===== src/rtl/rf_wb_arbiter.sv =====
// rf_wb_arbiter: shares the single register-file write port between the pipeline
// writeback and a small buffer of multiply/divide (MDU) results. It also keeps a
// scoreboard of registers whose MDU result is still outstanding.
//
// Ports:
//   clk, rst                     clock (posedge), asynchronous active-high reset
//   wb_we/wb_rd/wb_wd            pipeline writeback request (wb_rd=0 means no request)
//   mdu_issue/mdu_rd             MDU op issued; marks mdu_rd busy
//   mdu_done/_rd/_wd             MDU result, pushed into the buffer when mdu_ready
//   rs_a1/rs_a2                  decode-stage source registers, drive stall
//   RFWr/A3/WD                   register file write port (all zero when RFWr=0)
//   mdu_ready                    buffer has room this cycle
//   stall                        a decode source register is busy
//   wb_hold                      writeback blocked so the starving buffer head can drain
//   busy_vec                     scoreboard, bit r set while r awaits an MDU result
module rf_wb_arbiter #(
   parameter int unsigned FIFO_DEPTH = 2,
   parameter int unsigned STARVE_MAX = 3
) (
   input  logic        clk,
   input  logic        rst,
   input  logic        wb_we,
   input  logic [4:0]  wb_rd,
   input  logic [31:0] wb_wd,
   input  logic        mdu_issue,
   input  logic [4:0]  mdu_rd,
   input  logic        mdu_done,
   input  logic [4:0]  mdu_done_rd,
   input  logic [31:0] mdu_done_wd,
   input  logic [4:0]  rs_a1,
   input  logic [4:0]  rs_a2,
   output logic        RFWr,
   output logic [4:0]  A3,
   output logic [31:0] WD,
   output logic        mdu_ready,
   output logic        stall,
   output logic        wb_hold,
   output logic [31:0] busy_vec
);

   localparam int unsigned PtrW = (FIFO_DEPTH > 1) ? $clog2(FIFO_DEPTH) : 1;
   localparam int unsigned CntW = $clog2(FIFO_DEPTH + 1);
   localparam int unsigned StW  = (STARVE_MAX > 0) ? $clog2(STARVE_MAX + 1) : 1;

   localparam logic [PtrW-1:0] LastPtr   = PtrW'(FIFO_DEPTH - 1);
   localparam logic [CntW-1:0] FullCnt   = CntW'(FIFO_DEPTH);
   localparam logic [StW-1:0]  StarveMax = StW'(STARVE_MAX);

   logic [4:0]      r_buf_rd [FIFO_DEPTH];
   logic [31:0]     r_buf_wd [FIFO_DEPTH];
   logic [PtrW-1:0] r_head;
   logic [PtrW-1:0] r_tail;
   logic [CntW-1:0] r_count;
   logic [StW-1:0]  r_starve;
   logic [31:0]     r_busy;

   logic            w_empty;
   logic            w_wb_req;
   logic            w_pop;
   logic            w_push;
   logic [4:0]      w_head_rd;
   logic [31:0]     w_head_wd;
   logic [StW-1:0]  w_starve_nxt;
   logic [31:0]     w_busy_nxt;

   function automatic logic [PtrW-1:0] ptr_inc(input logic [PtrW-1:0] p);
      return (p == LastPtr) ? '0 : p + 1'b1;
   endfunction

   always_comb begin
      w_empty   = (r_count == '0);
      w_wb_req  = wb_we && (wb_rd != 5'd0);
      w_head_rd = r_buf_rd[r_head];
      w_head_wd = r_buf_wd[r_head];
      mdu_ready = (r_count < FullCnt);
      wb_hold   = (r_starve == StarveMax) && !w_empty;
      // The head drains whenever the writeback is absent or being held off.
      w_pop     = !rst && !w_empty && (!w_wb_req || wb_hold);
      // A push never bypasses to the port: the entry is only visible from the next cycle.
      w_push    = !rst && mdu_done && mdu_ready;
   end

   // Write port; reset forces it idle even though the wb inputs are live.
   always_comb begin
      RFWr = 1'b0;
      A3   = 5'd0;
      WD   = 32'd0;
      if (rst) begin
         RFWr = 1'b0;
      end else if (w_wb_req && !wb_hold) begin
         RFWr = 1'b1;
         A3   = wb_rd;
         WD   = wb_wd;
      end else if (w_pop && (w_head_rd != 5'd0)) begin
         // An x0 result is still popped, it just produces no write.
         RFWr = 1'b1;
         A3   = w_head_rd;
         WD   = w_head_wd;
      end
   end

   always_comb begin
      w_starve_nxt = r_starve;
      if (w_empty || w_pop) begin
         w_starve_nxt = '0;
      end else if (r_starve != StarveMax) begin
         w_starve_nxt = r_starve + 1'b1;
      end
   end

   // Clear first, then set, so a new issue wins over the retiring entry.
   always_comb begin
      w_busy_nxt = r_busy;
      if (w_pop && (w_head_rd != 5'd0)) begin
         w_busy_nxt[w_head_rd] = 1'b0;
      end
      if (mdu_issue && (mdu_rd != 5'd0)) begin
         w_busy_nxt[mdu_rd] = 1'b1;
      end
      w_busy_nxt[0] = 1'b0;
   end

   always_comb begin
      busy_vec = r_busy;
      stall    = ((rs_a1 != 5'd0) && r_busy[rs_a1]) || ((rs_a2 != 5'd0) && r_busy[rs_a2]);
   end

   always_ff @(posedge clk or posedge rst) begin
      if (rst) begin
         r_head   <= '0;
         r_tail   <= '0;
         r_count  <= '0;
         r_starve <= '0;
         r_busy   <= '0;
      end else begin
         if (w_push) begin
            r_tail <= ptr_inc(r_tail);
         end
         if (w_pop) begin
            r_head <= ptr_inc(r_head);
         end
         case ({w_push, w_pop})
            2'b10:   r_count <= r_count + 1'b1;
            2'b01:   r_count <= r_count - 1'b1;
            default: r_count <= r_count;
         endcase
         r_starve <= w_starve_nxt;
         r_busy   <= w_busy_nxt;
      end
   end

   // Payload storage needs no reset: occupancy is tracked by r_count alone.
   always_ff @(posedge clk) begin
      if (w_push) begin
         r_buf_rd[r_tail] <= mdu_done_rd;
         r_buf_wd[r_tail] <= mdu_done_wd;
      end
   end

endmodule


===== config.mk =====
export PLATFORM = sky130hd
export DESIGN_NAME = rf_wb_arbiter
export DESIGN_NICKNAME = d
export VERILOG_FILES = /design/src/rtl/rf_wb_arbiter.sv
export SDC_FILE = /design/constraint.sdc
export NUM_CORES = 1
export LEC_CHECK = 0
export CORE_MARGIN = 2
export CORE_UTILIZATION = 28
export DETAILED_ROUTE_END_ITERATION = 8
export GPL_TIMING_DRIVEN = 0
export SLEW_MARGIN = 0
export SYNTH_ARGS = -nofsm -noshare
export SYNTH_HDL_FRONTEND = slang
export SYNTH_SLANG_ARGS = --single-unit

===== constraint.sdc =====
create_clock -name clk -period 2.62 [get_ports clk]
set_input_delay 0.393 -clock clk [delete_from_list [all_inputs] [get_ports clk]]
set_output_delay 0.393 -clock clk [all_outputs]
set_load 0.01 [all_outputs]

==> key figures, run 1 <==
Worst setup path
  – Reg-to-reg endpoint: busy_vec[21]
  – Kind of critical path: reg2out
  – Reg2reg path depth: 7
  – Critical Path Source Type: flip-flop
  – Worst EP required: between 2 and 2.5 ns
  – Critical Path Max Stage Delay: about 0.49 ns
  – R2R setup slack: around 0.45 ns
  – WP data arrival: 2.20 ns
  – Crit path top cell by count: buf_6
  – Slowest CP cell: edfxtp_1
  – Crit path cell chain: nor3b_4, o21ai_4, o211a_4, buf_6, buf_6, buf_8, a22oi_2, nor2_1, buf_2
  – Worst R2R Start: r_head
  – Crit end category: primary output
  – CP max FO: 5

STA
  – Fmax: 385.4 MHz
  – RSZ-0062 raised after global routing: yes
  – Final hold slack: a little under 0.5 ns
  – Relative slew margins: 0.3992
  – Setup violators final: 0
  – Period utilization: 0.9903
  – Worst-Margin Slew: between 0.9 and 1 ns
  – TNS Setup: 0 ns
  – Final slew viol count: 0
  – Skew final: 0.004686 ns
  – Final min period: 2.594 ns
  – Final-report hold violation count: 0

Power
  – PwrDens: ~900 mW/mm2
  – Max IR drop VDD: roughly 350 uV
  – Pleak: approximately 2.9 nW
  – Final total power: 7.027 mW

CTS
  – CTS buffer count: 9
  – Clock buffer depth: 2
  – CTS tree: built
  – Clock transition at the registers of the reported paths: 0.07 ns
  – Worst skew pair latency: roughly 0.35 ns
  – Root buffer cell: clkbuf_16
  – Clock Sinks: approximately 110
  – Post-CTS Hold Buffers: 0
  – Max H-tree Level: 3

Yosys
  – Synth Flop Type: edfxtp_1
  – Post-synthesis sequential area ratio: 0.5653
  – Post-Syn Area: ~0.0056 mm2
  – Cell count after synthesis: between 400 and 500
  – Synthesized net count: roughly 500
  – Asr flop ratio synth: 0.3333
  – Yosys reg bits: about 110
  – Mean post-synth cell area: around 13 um2
  – EDFF count, synth: between 70 and 80
  – Netlist cell types: 46
  – Synth warn: 0

Finish
  – Final #Nets: approximately 710
  – Fill count: about 1800
  – Layout cells sized above 1: 0.3143
  – Area growth syn-to-layout: 43.54%
  – Fin util: 0.4107
  – Storage cell area: 0.003148 mm2
  – Most common cell after layout, fill and taps aside: clkdlybuf4s50_1
  – Final instance area: 0.007994 mm2
  – Area occupied by multi-input gates: between 0.002 and 0.0025 mm2
  – Most frequent cells in the layout: clkdlybuf4s50_1 (116), edfxtp_1 (74), o21ai_0 (57), nor2_1 (48)

GRT
  – Met2 usage in global routing: 0.2538
  – Busiest grt layer: met2
  – Vias in the first global route: approximately 4700
  – Largest net degree at the start of global routing: 38
  – Routing usage on met1: 0.1913
  – Initial antenna violation count: 1
  – Congestion Overflow GR: 0
  – Met3 GRT Util: 0.04528
  – GRT Util Overall: 0.1529
  – First-pass GRT wire length: roughly 25000 um

Min path
  – Hold path start: rst
  – Worst hold path depth: 4
  – Hold Path Class: in2reg
  – Endpoint, Worst Hold: r_head

Place
  – Port bufs: 160
  – HPWL reported at the end of detailed placement: about 12000 um
  – GP Congestion: roughly 0.83
  – DP Area: between 0.007 and 0.008 mm2

Floorplanning
  – Standard-cell row count: just over 50
  – Die H: about 150 um
  – Core Region: a little under 0.02 mm2
  – Die footprint: between 0.02 and 0.025 mm2
  – Ports: 167
  – Initial core utilization: 0.2861
  – Width of the die: 145.0 um

Status
  – Outcome: complete, no violations

Drt
  – Final ANT Viol Nets: 0
  – Drt via density: slightly below 5
  – Drt first pass iters: 6
  – Final WL: 16040 um
  – Vias: about 4300
  – DR iter-0 viols: 220
  – Drt drc: 0
  – DR WL/cell: around 18 um

Run
  – Max_cap viols: 0
## metrics by stage
stage | worst slack [ns] | cells
floorplan | 0.3658 | 419
global placement | -0.7039 | 844
detailed placement | -0.7628 | 845
CTS | 0.002290 | 875
global route | -0.04560 | 879
finish | 0.02553 | 880
## what timing repair did
action / CTS / global route
cloned: 1 / 0
setup endpoints to repair: 39 / 37
pin swaps: 6 / 12
resized for setup: 180 / 21
setup buffers: 13 / 4
## routing by layer
layer / up-vias / share of wire
met5: - / 0
met4: 0 / 0.011
met3: 10 / 0.084
met2: 182 / 0.48
met1: 2128 / 0.43
li1: 2002 / -
## how the worst max path moves through the flow
| stage | to | slack [ns] | start |
|---|---|---|---|
| floorplan | WD[10] | 0.37 | r_starve[0] |
| global placement | A3[1] | -0.70 | wb_rd[1] |
| detailed placement | A3[1] | -0.76 | wb_rd[1] |
| CTS | WD[29] | 0.002 | r_starve[0] |
| global route | WD[13] | -0.05 | r_buf_rd[1][4] |
| finish | WD[29] | 0.03 | r_buf_rd[1][4] |
## cell usage after synthesis (2+ instances only)
master / n / area, um2
nand3_1: 9 / 45.04
nand4_1: 2 / 12.51
nand3b_1: 8 / 60.06
ha_1: 2 / 25.02
dfrtp_1: 37 / 925.9
o31ai_1: 4 / 30.03
xnor2_1: 5 / 43.79
mux2i_1: 12 / 120.1
nor3b_1: 3 / 22.52
nor2_1: 50 / 187.7
o21a_1: 2 / 15.01
buf_2: 9 / 45.04
o22ai_1: 2 / 12.51
nor3_1: 5 / 25.02
buf_6: 4 / 45.04
inv_1: 4 / 15.01
clkbuf_1: 7 / 26.28
a22oi_2: 29 / 362.9
nand2_1: 8 / 30.03
o21ai_1: 2 / 10.01
mux2_2: 37 / 416.7
or3_1: 3 / 18.77
edfxtp_1: 74 / 2222
o211ai_1: 2 / 15.01
or3b_2: 2 / 17.52
mux4_2: 14 / 315.3
o21ai_0: 57 / 285.3
a22oi_1: 8 / 60.06
## cell type report
class	count	share of cell area
Sequential cell	111	0.3938
Multi-Input combinational cell	282	0.2958
Timing Repair Buffer	179	0.2005
Tap cell	265	0.04148
Clock buffer	9	0.02817
Buffer	22	0.02504
Clock inverter	7	0.01268
Inverter	4	0.002191
Antenna cell	1	0.0003130
## sequential cells by signal, indices dropped and copies added, names as in the netlist
signal and count:
busy_vec 31, r_buf_rd 10, r_buf_wd 64, r_count 2, r_head 1, r_starve 2
r_tail 1
## worst max-delay path: cells and delay by family (launching register included)
kind	cells	cell delay (ns)
AOI/OAI and AO/OA	3	0.47
buffers and inverters	4	0.54
DFF	1	0.49
and+or+nand+nor	2	0.36
## cell families (layout without fill, tap and decap cells)
kind of cell / Yosys count / in the layout / synth area share
muxes: 63 / 63 / 0.1530
adders and majority gates: 2 / 2 / 0.004493
buffers and inverters: 26 / 221 / 0.02741
AOI/OAI and AO/OA: 112 / 112 / 0.1532
other: 1 / 2 / 0.0006734
and+or+nand+nor: 98 / 98 / 0.08650
xor gates and xnor gates: 6 / 6 / 0.009436
DFF: 111 / 111 / 0.5653
## where the power goes
group,internal [mW],switching [mW],total [mW]
Sequential,2.27,0.363,2.63
Combinational,1.59,1.33,2.92
Clock,0.852,0.627,1.48
(Power assumes the default switching activity.)
==> run 2, diff against run 1 <==
--- a/config.mk
+++ b/config.mk
@@ -9,7 +9,9 @@
 export CORE_UTILIZATION = 28
 export DETAILED_ROUTE_END_ITERATION = 8
 export GPL_TIMING_DRIVEN = 0
+export SKIP_LAST_GASP = 1
 export SLEW_MARGIN = 0
 export SYNTH_ARGS = -nofsm -noshare
 export SYNTH_HDL_FRONTEND = slang
 export SYNTH_SLANG_ARGS = --single-unit
+export TNS_END_PERCENT = 20
==> run 2 against run 1 <==
  * The run now ends with negative setup slack left
  * Sequential power hardly changed
  * Final cell count fell by 0.11%
  * Hold slack better by 0.024 ns
  * Non-clock buffer count decreased by 2
  * First-iteration DRC count increased by 16%
  * Global-route usage fell by 0.095 points
  * Sequential share of layout area shrank 0.080 points
  * Worst setup slack got worse by 0.051 ns
  * Count of clock-buffer cells in the layout is the same
  * Fmax shrank 1.9%
  * Largest power group unchanged
  * Highest routed layer unchanged
==> key figures, run 2 (synthesis results as in run 1) <==
GRT
  – GRT Util Overall: 0.1520 (was 0.1529)
  – Congestion Overflow GR: 0 (unchanged)
  – First-pass GRT wire length: 25010 um (was 25160 um)
  – Initial antenna violation count: 1 (unchanged)
  – Vias in the first global route: 4620 (was 4659)
  – Largest net degree at the start of global routing: 38 (unchanged)

Drt
  – Drt first pass iters: 4 (was 6)
  – DR WL/cell: 18.15 um (was 18.23 um)
  – Drt drc: 0 (unchanged)
  – Final WL: 15950 um (was 16040 um)
  – DR iter-0 viols: 256 (was 220)
  – Final ANT Viol Nets: 0 (unchanged)
  – Drt via density: 4.970 (was 4.911)
  – Vias: 4369 (was 4322)

CTS
  – Root buffer cell: clkbuf_16 (unchanged)
  – Clock Sinks: 111 (unchanged)
  – CTS tree: built (unchanged)
  – Clock transition at the registers of the reported paths: 0.07 ns (about the same)
  – CTS buffer count: 9 (unchanged)
  – Worst skew pair latency: 0.34 ns (was 0.35 ns)
  – Max H-tree Level: 3 (unchanged)
  – Clock buffer depth: 2 (unchanged)

Floorplanning
  – Initial core utilization: 0.2861 (unchanged)
  – Ports: 167 (unchanged)
  – Core Region: 0.01946 mm2 (unchanged)
  – Width of the die: 145.0 um (unchanged)
  – Die footprint: 0.02103 mm2 (unchanged)
  – Die H: 145.0 um (unchanged)
  – Standard-cell row count: 51 (unchanged)

Finish
  – Final instance count without filler cells: 879 (was 880)
  – Most frequent cells in the layout: clkdlybuf4s50_1 (116), edfxtp_1 (74), o21ai_0 (57), nor2_1 (48) (unchanged)
  – Final #Nets: 703 (was 705)
  – Max reg flops: 64 (unchanged)
  – Layout cells sized above 1: 0.2859 (was 0.3143)
  – Most common cell after layout, fill and taps aside: clkdlybuf4s50_1 (unchanged)
  – Area growth syn-to-layout: 43.83% (was 43.54%)
  – Most flops, register: r_buf_wd (unchanged)

STA
  – Final min period: 2.646 ns (was 2.594 ns)
  – Worst-Margin Slew: 0.9022 ns (was 0.9012 ns)
  – Fmax: 377.9 MHz (was 385.4 MHz)
  – Final slew viol count: 0 (unchanged)
  – Final-report hold violation count: 0 (unchanged)
  – Relative slew margins: 0.3985 (was 0.3992)
  – Setup violators final: 14 (was 0)
  – Period utilization: 1.010 (was 0.9903)
  – Skew final: 0.005836 ns (was 0.004686 ns)
  – RSZ-0062 raised after global routing: yes (unchanged)
  – Final hold slack: 0.5195 ns (was 0.4954 ns)
  – Worst Slack Setup Final: -0.02594 ns (was 0.02553 ns)

Worst setup path
  – Kind of critical path: reg2out (unchanged)
  – Worst EP required: 2.23 ns (about the same)
  – CP max FO: 10 (was 5)
  – Critical Path Source Type: flip-flop (unchanged)
  – WP data arrival: 2.25 ns (was 2.20 ns)
  – Crit end category: primary output (unchanged)

Status
  – Failing checks: negative setup slack
  – Outcome: finished, violations left (was complete, no violations)

Power
  – Max IR drop VDD: 348.6 uV (was 346.2 uV)
  – Pleak: 2.854 nW (was 2.877 nW)
  – PwrDens: 871.5 mW/mm2 (was 879.0 mW/mm2)

Place
  – Cells after DPL: 845 (unchanged)
  – Worst setup slack after placement: -0.7628 ns (unchanged)
  – Port bufs: 160 (unchanged)
  – HPWL reported at the end of detailed placement: 12050 um (unchanged)
  – GP Congestion: 0.8316 (unchanged)

Min path
  – Hold Path Class: in2reg (unchanged)

Run
  – Max_cap viols: 0 (unchanged)
## run 2: cell count changes in the layout (fill, tap and decap cells not counted), sizes merged
cell	before	now
diode	1	2
buf	66	49
clkbuf	20	21
clkdlybuf4s15	4	16
dlygate4sd2	4	6
## run 2: worst paths after layout
check	startpoint	end	slack, ns	depth (start not counted)
hold reg to reg	r_tail	r_tail	0.55	1
hold / removal	rst	r_tail	0.52	4
max in group asynchronous	rst	busy_vec[24]	1.53	3
min in group asynchronous	rst	r_count[0]	0.58	3
setup reg to reg	r_head	busy_vec[21]	0.54	6
setup / recovery	r_head	WD[17]	-0.03	9
## run 2: layout make-up
cell class                      instances  area [um2]
Fill cell                            1823       11450
Sequential cell                       111        3148
Multi-Input combinational cell        282        2346
Timing Repair Buffer                  177        1654
Tap cell                              265       331.6
Clock buffer                            9       225.2
Buffer                                 22       181.4
Clock inverter                          7       101.3
Inverter                                4       17.52
Antenna cell                            2       5.005
## run 2: per-stage QoR
stage	total power, mW	utilization	TNS (ns)	instance area, um2
5_1_grt	7.362	0.4113	-1.948	8005
2_1_floorplan	4.099	-	0	5572
4_1_cts	7.016	0.4109	-0.9607	7998
3_5_place_dp	5.400	0.3870	-26.65	7531
3_3_place_gp	5.301	0.3856	-41.00	7505
6_report	6.981	0.4116	-0.1346	8010
## run 2: metal layers
layer / wire length, um / vias up / GRT usage
li1: - / 2000 / -
met1: 6857 / 2143 / 0.1913
met2: 7554 / 214 / 0.2521
met3: 1332 / 12 / 0.04528
met4: 206 / 0 / 0.04653
met5: 0 / - / 0
## run 2: timing repair
| action | in CTS | in global routing |
|---|---|---|
| cloned | 1 | 0 |
| hold buffers | 0 | 0 |
| pin swaps | 4 | 6 |
| resized for setup | 144 | 14 |
| setup endpoints to repair | 39 | 37 |
| buffers inserted | 12 | 3 |
## run 2: worst max-delay path, cell delays in order, from the launching register on
cell           delay (ns)
dfrtp_1              0.36
buf_6                0.16
mux2i_4              0.27
o21ai_4              0.09
o211a_4              0.28
buf_4                0.14
buf_8                0.14
a22oi_2              0.13
nor2_1               0.05
dlygate4sd2_1        0.30
## run 2: power breakdown
| group | total, mW | switching [mW] | internal (mW) |
|---|---|---|---|
| Sequential | 2.62 | 0.359 | 2.26 |
| Clock | 1.48 | 0.629 | 0.852 |
| Combinational | 2.88 | 1.31 | 1.56 |
| Total | 6.98 | 2.30 | 4.68 |
==> run 3, diff against run 2 <==
==> constraint.sdc (replaced) <==
create_clock -name clk -period 2.8 [get_ports clk]
set_input_delay 0.42 -clock clk [delete_from_list [all_inputs] [get_ports clk]]
set_output_delay 0.42 -clock clk [all_outputs]
set_load 0.01 [all_outputs]
==> run 3 against run 2 <==
  * Register-to-register slack improved by 0.21 ns
  * Largest power group unchanged
  * Critical path type unchanged
  * Combinational power fell by 8.3%
  * The run now ends clean
  * Core utilization decreased by 0.63 points
  * Final area is 1.5% lower
  * Power down 9.6%
  * Critical path depth is the same
  * Die area did not move
  * Final cell count is 1.0% lower
  * Global-route usage fell by 0.20 points
  * Largest cell class unchanged
==> key figures, run 3 (synthesis results as in run 1) <==
Status
  – Outcome: complete, no violations (was finished, violations left)

Worst setup path
  – Worst EP required: 2.38 ns (was 2.23 ns)
  – Critical Path Source Type: flip-flop (unchanged)
  – Slowest CP cell: dfrtp_1 (unchanged)
  – Crit path cell chain: buf_4, mux2i_4, o21ai_2, o211a_4, buf_12, buf_12, a22oi_1, nor2_1, dlygate4sd2_1 (was buf_6, mux2i_4, o21ai_4, o211a_4, buf_4, buf_8, a22oi_2, nor2_1, dlygate4sd2_1)
  – WP data arrival: 2.33 ns (was 2.25 ns)
  – Crit path top cell by count: buf_12
  – Critical Path Max Stage Delay: 0.34 ns (was 0.36 ns)
  – Crit end category: primary output (unchanged)
  – Kind of critical path: reg2out (unchanged)
  – CP max FO: 8 (was 10)

Place
  – Port bufs: 160 (unchanged)
  – Cells after DPL: 846 (was 845)
  – DP Area: 0.007551 mm2 (was 0.007531 mm2)
  – GP Congestion: 0.8704 (was 0.8316)
  – HPWL reported at the end of detailed placement: 12090 um (was 12050 um)

Floorplanning
  – Die H: 145.0 um (unchanged)
  – Core Region: 0.01946 mm2 (unchanged)
  – Die footprint: 0.02103 mm2 (unchanged)
  – Ports: 167 (unchanged)
  – Standard-cell row count: 51 (unchanged)
  – Initial core utilization: 0.2861 (unchanged)
  – Width of the die: 145.0 um (unchanged)

Finish
  – Most flops, register: r_buf_wd (unchanged)
  – Area growth syn-to-layout: 41.63% (was 43.83%)
  – Most frequent cells in the layout: clkdlybuf4s50_1 (117), edfxtp_1 (74), o21ai_0 (57), nor2_1 (49) (was clkdlybuf4s50_1 (116), edfxtp_1 (74), o21ai_0 (57), nor2_1 (48))
  – ANT cells: 0 (was 2)
  – Max reg flops: 64 (unchanged)
  – Layout cells sized above 1: 0.2744 (was 0.2859)
  – Fin util: 0.4053 (was 0.4116)
  – Final instance count without filler cells: 870 (was 879)
  – Final instance area: 0.007888 mm2 (was 0.008010 mm2)
  – Most common cell after layout, fill and taps aside: clkdlybuf4s50_1 (unchanged)
  – Final #Nets: 696 (was 703)
  – Fill count: 1876 (was 1823)

STA
  – Period utilization: 0.9824
  – Final slew viol count: 0 (unchanged)
  – Final hold slack: 0.5543 ns (was 0.5195 ns)
  – Worst-Margin Slew: 0.7781 ns (was 0.9022 ns)
  – Final min period: 2.751 ns
  – Skew final: 0.01211 ns (was 0.005836 ns)
  – RSZ-0062 raised after global routing: yes (unchanged)
  – Final-report hold violation count: 0 (unchanged)
  – Setup violators final: 0 (was 14)
  – Fmax: 363.5 MHz
  – TNS Setup: 0 ns (was -0.1346 ns)
  – Relative slew margins: 0.4805 (was 0.3985)

Power
  – PwrDens: 799.7 mW/mm2 (was 871.5 mW/mm2)
  – Pleak: 2.829 nW (was 2.854 nW)
  – Max IR drop VDD: 377.0 uV (was 348.6 uV)

GRT
  – Congestion Overflow GR: 0 (unchanged)
  – Vias in the first global route: 4513 (was 4620)
  – GRT Util Overall: 0.1499 (was 0.1520)
  – Largest net degree at the start of global routing: 38 (unchanged)
  – Initial antenna violation count: 0 (was 1)
  – First-pass GRT wire length: 24450 um (was 25010 um)

CTS
  – Clock buffer depth: 2 (unchanged)
  – Clock Sinks: 111 (unchanged)
  – Max H-tree Level: 3 (unchanged)
  – CTS buffer count: 9 (unchanged)
  – CTS tree: built (unchanged)
  – Root buffer cell: clkbuf_16 (unchanged)
  – Worst skew pair latency: 0.35 ns (was 0.34 ns)
  – Post-CTS Hold Buffers: 0 (unchanged)
  – Clock transition at the registers of the reported paths: 0.08 ns (was 0.07 ns)

Drt
  – DR WL/cell: 18.08 um (was 18.15 um)
  – Final WL: 15730 um (was 15950 um)
  – Top Layer Used: met4 (unchanged)
  – DR iter-0 viols: 263 (was 256)
  – Drt via density: 4.914 (was 4.970)
  – Met1 WL: 6779 um (was 6857 um)
  – Drt first pass iters: 5 (was 4)
  – Vias: 4275 (was 4369)
  – Final ANT Viol Nets: 0 (unchanged)
  – Wire length on met2: 7446 um (was 7554 um)
  – Metal3 WL: 1283 um (was 1332 um)
  – Drt drc: 0 (unchanged)

Run
  – Max_cap viols: 0 (unchanged)

Min path
  – Hold Path Class: reg2reg (was in2reg)
[run 3: cell types whose count changed in the layout (fill, tap and decap cells not counted), sizes merged]
cell	before	now
clkbuf	21	39
inv	8	7
clkinvlp	0	1
diode	2	0
bufinv	2	0
clkdlybuf4s50	116	117
clkdlybuf4s15	16	1
buf	49	26
dlygate4sd2	6	18
bufbuf	0	1
clkinv	1	2
[run 3: layout make-up]
class / instances / area, um2 / area share
Buffer: 22 / 173.9 / 0.02205
Tap cell: 265 / 331.6 / 0.04204
Sequential cell: 111 / 3148 / 0.3991
Inverter: 4 / 17.52 / 0.002221
Multi-Input combinational cell: 282 / 2321 / 0.2943
Timing Repair Buffer: 170 / 1613 / 0.2045
Clock inverter: 6 / 53.80 / 0.006821
Clock buffer: 10 / 229.0 / 0.02903
[run 3: routing by layer]
layer,global-route usage,vias to the layer above
li1,-,1978
met1,0.1905,2075
met2,0.2469,210
met3,0.04088,12
met4,0.05149,0
met5,0,-
[run 3: repair_timing]
item | 4_1_cts | 5_1_grt
gates resized for setup | 69 | 53
buffers inserted | 7 | 0
setup endpoints to repair | 39 | 39
gates cloned | 1 | 0
pin swaps | 2 | 2
[run 3: path summary, 6_finish.rpt]
path / start / endpoint / slack, ns / cells after the start
max in group asynchronous: rst / busy_vec[17] / 1.70 / 3
min: r_starve[1] / r_starve[1] / 0.55 / 2
min in group asynchronous: rst / r_head / 0.60 / 3
min reg2reg: r_starve[1] / r_starve[1] / 0.55 / 2
max reg2reg: r_head / busy_vec[21] / 0.75 / 6
max: r_head / WD[14] / 0.05 / 9
[run 3: power by group]
group          total, mW  switching (mW)  internal (mW)
Sequential          2.45           0.337           2.12
Combinational       2.64            1.20           1.44
Clock               1.22           0.596          0.620
[run 3: critical path: cells and delay by family (launching register included)]
kind | cells | cell delay (ns)
DFF | 1 | 0.34
AOI/OAI and AO/OA | 3 | 0.57
buffers and inverters | 4 | 0.73
and+or+nand+nor | 1 | 0.08
muxes | 1 | 0.25
[run 3: stage by stage]
step           worst slack (ns)  power, mW
6_report                0.04924      6.308
5_1_grt                -0.07041      6.680
4_1_cts                -0.07654      6.356
3_5_place_dp            -0.5750      5.058
3_3_place_gp             -1.195      4.957
2_1_floorplan           0.03290      3.835
